[src/rtl/multicycle_control.sv]
// Multi-cycle MIPS control FSM: sequences fetch/decode/execute over the shared
// memory/ALU datapath, with a ready handshake and a bounded memory wait.
module multicycle_control #(
  parameter logic [5:0] OP_RTYPE    = 6'b000000,
  parameter logic [5:0] OP_LW       = 6'b100011,
  parameter logic [5:0] OP_SW       = 6'b101011,
  parameter logic [5:0] OP_BEQ      = 6'b000100,
  parameter int         MEM_TIMEOUT = 15
) (
  input  logic       clk,
  input  logic       rst,
  input  logic [5:0] Opcode,
  input  logic       mem_ready,
  output logic       PCWrite,
  output logic       PCWriteCond,
  output logic       IorD,
  output logic       MemRead,
  output logic       MemWrite,
  output logic       IRWrite,
  output logic       MemtoReg,
  output logic       RegDst,
  output logic       RegWrite,
  output logic       ALUSrcA,
  output logic [1:0] ALUSrcB,
  output logic [1:0] ALUOp,
  output logic [1:0] PCSource,
  output logic [3:0] state,
  output logic       illegal_op,
  output logic       mem_timeout
);

  typedef enum logic [3:0] {
    S_FETCH    = 4'd0,
    S_DECODE   = 4'd1,
    S_MEM_ADDR = 4'd2,
    S_MEM_RD   = 4'd3,
    S_MEM_WB   = 4'd4,
    S_MEM_WR   = 4'd5,
    S_EXECUTE  = 4'd6,
    S_R_WB     = 4'd7,
    S_BRANCH   = 4'd8
  } state_t;

  localparam int CNT_W = (MEM_TIMEOUT < 2) ? 1 : $clog2(MEM_TIMEOUT + 1);

  state_t           state_q, state_d;
  logic [5:0]       op_q, op_d;
  logic [CNT_W-1:0] cnt_q, cnt_d;
  logic             illegal_op_q, illegal_op_d;
  logic             mem_timeout_q, mem_timeout_d;
  logic             mem_state;
  logic             timeout_hit;

  always_comb begin
    state_d       = S_FETCH;
    op_d          = op_q;
    cnt_d         = '0;
    illegal_op_d  = 1'b0;
    mem_timeout_d = mem_timeout_q;
    timeout_hit   = 1'b0;
    mem_state     = (state_q == S_FETCH) || (state_q == S_MEM_RD) || (state_q == S_MEM_WR);

    // The counter only survives while a memory state keeps waiting, so any
    // entry into a memory state starts from zero.
    if (mem_state && !mem_ready) begin
      if ((MEM_TIMEOUT > 0) && (cnt_q == CNT_W'(MEM_TIMEOUT)))
        timeout_hit = 1'b1;
      else
        cnt_d = cnt_q + CNT_W'(1);
    end

    case (state_q)
      S_FETCH:    state_d = mem_ready ? S_DECODE : S_FETCH;
      S_DECODE: begin
        op_d = Opcode;
        if ((Opcode == OP_LW) || (Opcode == OP_SW))
          state_d = S_MEM_ADDR;
        else if (Opcode == OP_RTYPE)
          state_d = S_EXECUTE;
        else if (Opcode == OP_BEQ)
          state_d = S_BRANCH;
        else begin
          state_d      = S_FETCH;
          illegal_op_d = 1'b1;
        end
      end
      S_MEM_ADDR: begin
        if (op_q == OP_LW)
          state_d = S_MEM_RD;
        else if (op_q == OP_SW)
          state_d = S_MEM_WR;
        else
          state_d = S_FETCH;
      end
      S_MEM_RD:   state_d = mem_ready ? S_MEM_WB : S_MEM_RD;
      S_MEM_WB:   state_d = S_FETCH;
      S_MEM_WR:   state_d = mem_ready ? S_FETCH : S_MEM_WR;
      S_EXECUTE:  state_d = S_R_WB;
      S_R_WB:     state_d = S_FETCH;
      S_BRANCH:   state_d = S_FETCH;
      default:    state_d = S_FETCH;
    endcase

    if (timeout_hit) begin
      state_d       = S_FETCH;
      mem_timeout_d = 1'b1;
    end
  end

  always_ff @(posedge clk) begin
    if (rst) begin
      state_q       <= S_FETCH;
      op_q          <= '0;
      cnt_q         <= '0;
      illegal_op_q  <= 1'b0;
      mem_timeout_q <= 1'b0;
    end else begin
      state_q       <= state_d;
      op_q          <= op_d;
      cnt_q         <= cnt_d;
      illegal_op_q  <= illegal_op_d;
      mem_timeout_q <= mem_timeout_d;
    end
  end

  // Control bundle is a decode of the current state; reset and the timeout
  // cycle suppress every enable.
  always_comb begin
    PCWrite     = 1'b0;
    PCWriteCond = 1'b0;
    IorD        = 1'b0;
    MemRead     = 1'b0;
    MemWrite    = 1'b0;
    IRWrite     = 1'b0;
    MemtoReg    = 1'b0;
    RegDst      = 1'b0;
    RegWrite    = 1'b0;
    ALUSrcA     = 1'b0;
    ALUSrcB     = 2'b00;
    ALUOp       = 2'b00;
    PCSource    = 2'b00;
    if (!rst && !timeout_hit) begin
      case (state_q)
        S_FETCH: begin
          MemRead = 1'b1;
          ALUSrcB = 2'b01;
          IRWrite = mem_ready;
          PCWrite = mem_ready;
        end
        S_DECODE:   ALUSrcB = 2'b11;
        S_MEM_ADDR: begin
          ALUSrcA = 1'b1;
          ALUSrcB = 2'b10;
        end
        S_MEM_RD: begin
          MemRead = 1'b1;
          IorD    = 1'b1;
        end
        S_MEM_WB: begin
          MemtoReg = 1'b1;
          RegWrite = 1'b1;
        end
        S_MEM_WR: begin
          MemWrite = 1'b1;
          IorD     = 1'b1;
        end
        S_EXECUTE: begin
          ALUSrcA = 1'b1;
          ALUOp   = 2'b10;
        end
        S_R_WB: begin
          RegDst   = 1'b1;
          RegWrite = 1'b1;
        end
        S_BRANCH: begin
          ALUSrcA     = 1'b1;
          ALUOp       = 2'b01;
          PCWriteCond = 1'b1;
          PCSource    = 2'b01;
        end
        default: ;
      endcase
    end
  end

  assign state       = rst ? 4'd0 : state_q;
  assign illegal_op  = illegal_op_q & ~rst;
  assign mem_timeout = mem_timeout_q & ~rst;

endmodule

[config.mk]
export PLATFORM = sky130hd
export DESIGN_NAME = multicycle_control
export DESIGN_NICKNAME = d
export VERILOG_FILES = /design/src/rtl/multicycle_control.sv
export SDC_FILE = /design/constraint.sdc
export NUM_CORES = 1
export LEC_CHECK = 0
export ABC_AREA = 1
export BUFFER_PORTS_ARGS = -buffer_cell sky130_fd_sc_hd__buf_2
export CORE_ASPECT_RATIO = 1.1
export CORE_UTILIZATION = 40
export CTS_CLUSTER_DIAMETER = 60
export CTS_CLUSTER_SIZE = 28
export DETAILED_ROUTE_END_ITERATION = 10
export PLACE_DENSITY_LB_ADDON = 0.15
export SETUP_SLACK_MARGIN = 0.2
export SYNTH_ARGS = -nofsm -noshare
export SYNTH_HDL_FRONTEND = slang
export SYNTH_SLANG_ARGS = --single-unit
export TNS_END_PERCENT = 50
[constraint.sdc]
create_clock -name clk -period 2.6 [get_ports clk]
set_input_delay 0 -clock clk [delete_from_list [all_inputs] [get_ports clk]]
set_output_delay 0 -clock clk [all_outputs]
set_load 0.005 [all_outputs]
# ---- Word-level counts from Yosys, hierarchy flattened
# Cells that the tools add are included.
dict set report totals {
  register_bits 16
  output_inout_bits 22
  elab_cells 79
}
dict set report op_classes {
  addsub 1
  n_eq_ne 14
  mux 37
  n_bitwise 5
  reduce_logical 17
}
# op n
set op_table {}
lappend op_table {{$eq 6x6->1 const B} 4}
lappend op_table {{$mux 1} 24}
lappend op_table {{$pmux 4 s6} 1}
lappend op_table {{$eq 4x3->1 const B} 4}
lappend op_table {{$mux 4} 4}
lappend op_table {{$mux 3} 4}
lappend op_table {{$eq 4x2->1 const B} 2}
lappend op_table {{$eq 4x4->1 const B} 2}
lappend op_table {{$reduce_or 2->1} 4}
lappend op_table {{$eq 6x3->1 const B} 1}
lappend op_table {{$logic_not 6->1} 1}
lappend op_table {{$pmux 2 s3} 1}
lappend op_table {{$reduce_or 3->1} 2}
lappend op_table {{$add 4x1->4 const B} 1}
lappend op_table {{$eq 4x1->1 const B} 1}
lappend op_table {{$logic_not 4->1} 1}
lappend op_table {{$mux 2} 2}
lappend op_table {{$pmux 2 s2} 1}
lappend op_table {{$reduce_or 4->1} 1}
lappend op_table {{$logic_not 1->1} 3}
lappend op_table {{$logic_or 1x1->1} 3}
lappend op_table {{$not 1->1} 3}
lappend op_table {{$and 1x1->1} 2}
lappend op_table {{$logic_and 1x1->1} 2}

# ---- Depth between registers and ports, before layout
dict set report depth {
  ltp_word 8
  depth_mapped 9
  ltp_nobuf 8
}

# ---- Worst setup path after synthesis
# Ideal clock, no wire load.
dict set report synth_timing {
  kind {register to output}
  from {reg cnt_q[0]}
  to {out PCSource[0]}
  t_arrival_ns 1.330
  t_required_ns 2.600
  setup_slack_ns 1.270
  path_stages_with_launch 8
  path_buffers 2
  cell_sequence {dfxtp_1 > ha_1 > and3_2 > nand3_4 > nand2_4 > buf_12 > nor2_1 > buf_4}
}
dict set report synth_via {
  elab_chain_len 6
}
# element line_no
set synth_rtl {}
lappend synth_rtl {{start: declaration} 48} ;# logic [CNT_W-1:0] cnt_q, cnt_d;
lappend synth_rtl {{start signal: assignment} 120} ;# cnt_q <= cnt_d;
lappend synth_rtl {{$eq 4x4->1} 66} ;# if ((MEM_TIMEOUT > 0) && (cnt_q == CNT_W'(MEM_TIMEOUT)))
lappend synth_rtl {{$mux 1} 66}
lappend synth_rtl {{$mux 1} 65} ;# if (mem_state && !mem_ready) begin
lappend synth_rtl {{$logic_not 1->1} 142} ;# if (!rst && !timeout_hit) begin
lappend synth_rtl {{$logic_and 1x1->1} 142}
lappend synth_rtl {{$mux 1} 142}
lappend synth_rtl {{end: declaration} 26} ;# output logic [1:0] PCSource,
# Every way passes these cells.

# ---- Worst setup path in the final report
dict set report layout_timing {
  from {reg state_q[1]}
  to {out PCWriteCond}
}
dict set report layout_via {
  elab_chain_len 8
  word_cells_on_any_way 12
  cone_classes {3 x eq/ne; 3 x mux; 6 x reduce/logical}
}
# element line_no
set layout_rtl {}
lappend layout_rtl {{start: declaration} 46} ;# state_t state_q, state_d;
lappend layout_rtl {{start signal: assignment} 118} ;# state_q <= state_d;
lappend layout_rtl {{$eq 4x2->1 / $logic_not 4->1 (equally long branches)} 61} ;# mem_state = (state_q == S_FETCH) || (state_q == S_MEM_RD) || (state_q == S_MEM_WR);
lappend layout_rtl {{$logic_or 1x1->1 (2 in series)} 61}
lappend layout_rtl {{$logic_and 1x1->1} 65}
lappend layout_rtl {{$mux 1} 65}
lappend layout_rtl {{$logic_not 1->1} 142}
lappend layout_rtl {{$logic_and 1x1->1} 142}
lappend layout_rtl {{$mux 1 *} 142}
lappend layout_rtl {{end: declaration} 15} ;# output logic PCWriteCond,
# Every way passes the cells marked *; elsewhere a longest branch is shown, timed or not.

==> flow_summary.toml <==
[global_route]
grt_max_degree = 17
grt_use_total = 0.1596
antenna_found_initial = 0
grt_pass1_wl_um = 3325
grt_overflow = 0
grt_pass1_vias = 818

[drt]
drt_iter0_drc = 23
viasPerCell = 4.820
ant_nets = 0
via_count = 988
wl_um = 2028
wl_per_cell_um = 9.893
firstDrtPassIters = 4
drc = 0

[layout]
layout-drive-gt1-share = 0.3143
n_fill_cell = 254
nets = 186
final_cell_mix = "33 x nor2_1, 29 x buf_2, 16 x dfxtp_1, 15 x inv_1, 14 x nand3_1"
final_common_cell = "nor2_1"
syn_to_final_growth_pct = 21.41
layoutNonFillerInstCount = 205
multi_input_comb_area_um2 = 558.0
antenna_cells = 0
seq_area_um2 = 320.3

[pwr]
leakagePower_nw = 0.5842
cellPowerDensity_nw_per_um2 = 411.4
ir_worst_vdd_v = 0.0003289

[place]
dp_hpwl_um = 1662
gp_congestion = 0.8258
preCtsSetupSlack_ns = 1.271
io_buffers = 29
dpl.cell_count = 197

[sta]
setup_viol_count_final = 0
worst_slack_ns = 0.9427
slew_viol_final = 0
final_hold_viol_count = 0
tns_ns = 0
fin_crit_sh = 0.6374
grt_setup_unrepaired = "no"
fin_crit_ns = 1.657
skew_ns = 0.004567
max_freq_mhz = 603.4
whs_ns = 0.003933

[die]
rows = 18
die_h_um = 54.27
io_pins = 31
die_w_um = 49.52
initial_core_util = 0.4325
core_um2 = 2297
die-area_um2 = 2687

[synthesis]
ys_seq_area_frac = 0.3224
synth_top_cell_by_area = "dfxtp_1"
synth_cell_type_count = 27
syn_area_um2 = 993.5
synth_area_leaders = "dfxtp_1 32%, nor2_1 12%, nand3_1 7.1%"
ys_ff_latch = 16
synthCells = 143
synth_top_area_frac = 0.3224
syn-num-nets = 153
ys_warn_count = 0
synth.avg_cell_area_um2 = 6.947

[clock_network]
path_clk_slew_ns = 0.10
cts_setup_buffers = 0
cts_buffers = 3
htreeDepth = 1
cts_resized = 0
clockBufferDepth = 2
cts_sinks = 16
clk_latency_ns = 0.28
clock-root-buffer = "clkbuf_4"
ctsHoldBuffers = 4
cts_tree = "built"

[hold_path]
hold_class = "primary input to flip-flop"

[run_status]
status = "complete, no violations"

[critical_path]
critPathLaunchType = "flip-flop"
cp.arrival_ns = 1.66
cpMostUsedCell = "nand3_4"
crit_path_end_kind = "primary output"
slowest_stage = "dfxtp_1"
critPathKind = "flip-flop to primary output"
worstPathCellList = "nor2_2, nand2_2, nand3_4, nand3_4, nand2_4, nor2_1, buf_2"
cp_max_fo = 16
required_ns = 2.60
cpPeakStageDelay_ns = 0.39

[run]
max_cap_violations = 0
area by class of cell:
class	count	area share
Clock buffer	4	0.03008
Timing Repair Buffer	33	0.1535
Multi-Input combinational cell	104	0.4627
Tap cell	30	0.03112
Sequential cell	16	0.2656
Inverter	18	0.05705
sequential cells by signal, summed over array words and instances, names as in the netlist:
register       cells
cnt_q              4
illegal_op_q       1
mem_timeout_q      1
op_q               6
state_q            4
worst paths after layout:
check | from | to | depth (start not counted) | slack [ns]
setup / recovery | state_q[1] | PCWriteCond | 7 | 0.94
hold / removal | Opcode[0] | op_q[0] | 3 | 0.004
setup reg to reg | state_q[1] | state_q[0] | 6 | 1.26
hold reg to reg | cnt_q[0] | cnt_q[0] | 1 | 0.46
Yosys cell counts (all sizes together):
library cell,instances
conb,1
dfxtp,16
inv,16
nand3b,1
nand2,17
o21ai,6
buf,4
and3,2
xnor2,1
clkinv,2
clkbuf,1
ha,1
nor2,44
nor3,2
xor2,1
nand3,16
a21oi,12
stage by stage:
step                power (mW)  instance area [um^2]    util
finish                  0.4962                  1206  0.5251
global route            0.5245                  1206  0.5251
CTS                     0.5032                  1206  0.5251
detailed placement      0.3339                  1130  0.4918
global placement        0.3324                  1130  0.4918
floorplan               0.3165                 993.5       -
critical path: cells and delay by family (launching register included):
family,cells,cell delay [ns]
buffers and inverters,1,0.13
DFF,1,0.39
and+or+nand+nor,6,0.84
power breakdown:
group | leakage, nW | internal [mW] | switching (mW)
clock | 0.0210 | 0.0852 | 0.0790
combinational | 0.433 | 0.0279 | 0.0441
sequential | 0.131 | 0.255 | 0.00520
total | 0.584 | 0.368 | 0.128
cells by family (layout without fill, tap and decap cells):
family / Yosys count / count (layout) / synth area share
AO/OA/AOI/OAI: 18 / 18 / 0.09446
AND/OR/NAND/NOR: 82 / 82 / 0.4332
flip-flops: 16 / 16 / 0.3224
adder cells (fa/ha/maj): 1 / 1 / 0.01259
other: 1 / 1 / 0.003775
XOR/XNOR: 2 / 2 / 0.01764
buffers and inverters: 23 / 55 / 0.1158
metal layers:
layer,GRT usage,vias to the layer above,part of all wire
met2,0.3105,32,0.51
met5,0,-,0
met3,0.01667,2,0.047
met1,0.1892,441,0.44
li1,-,513,-
met4,0.04286,0,0.0049
Power figures use the tool's default switching activity.
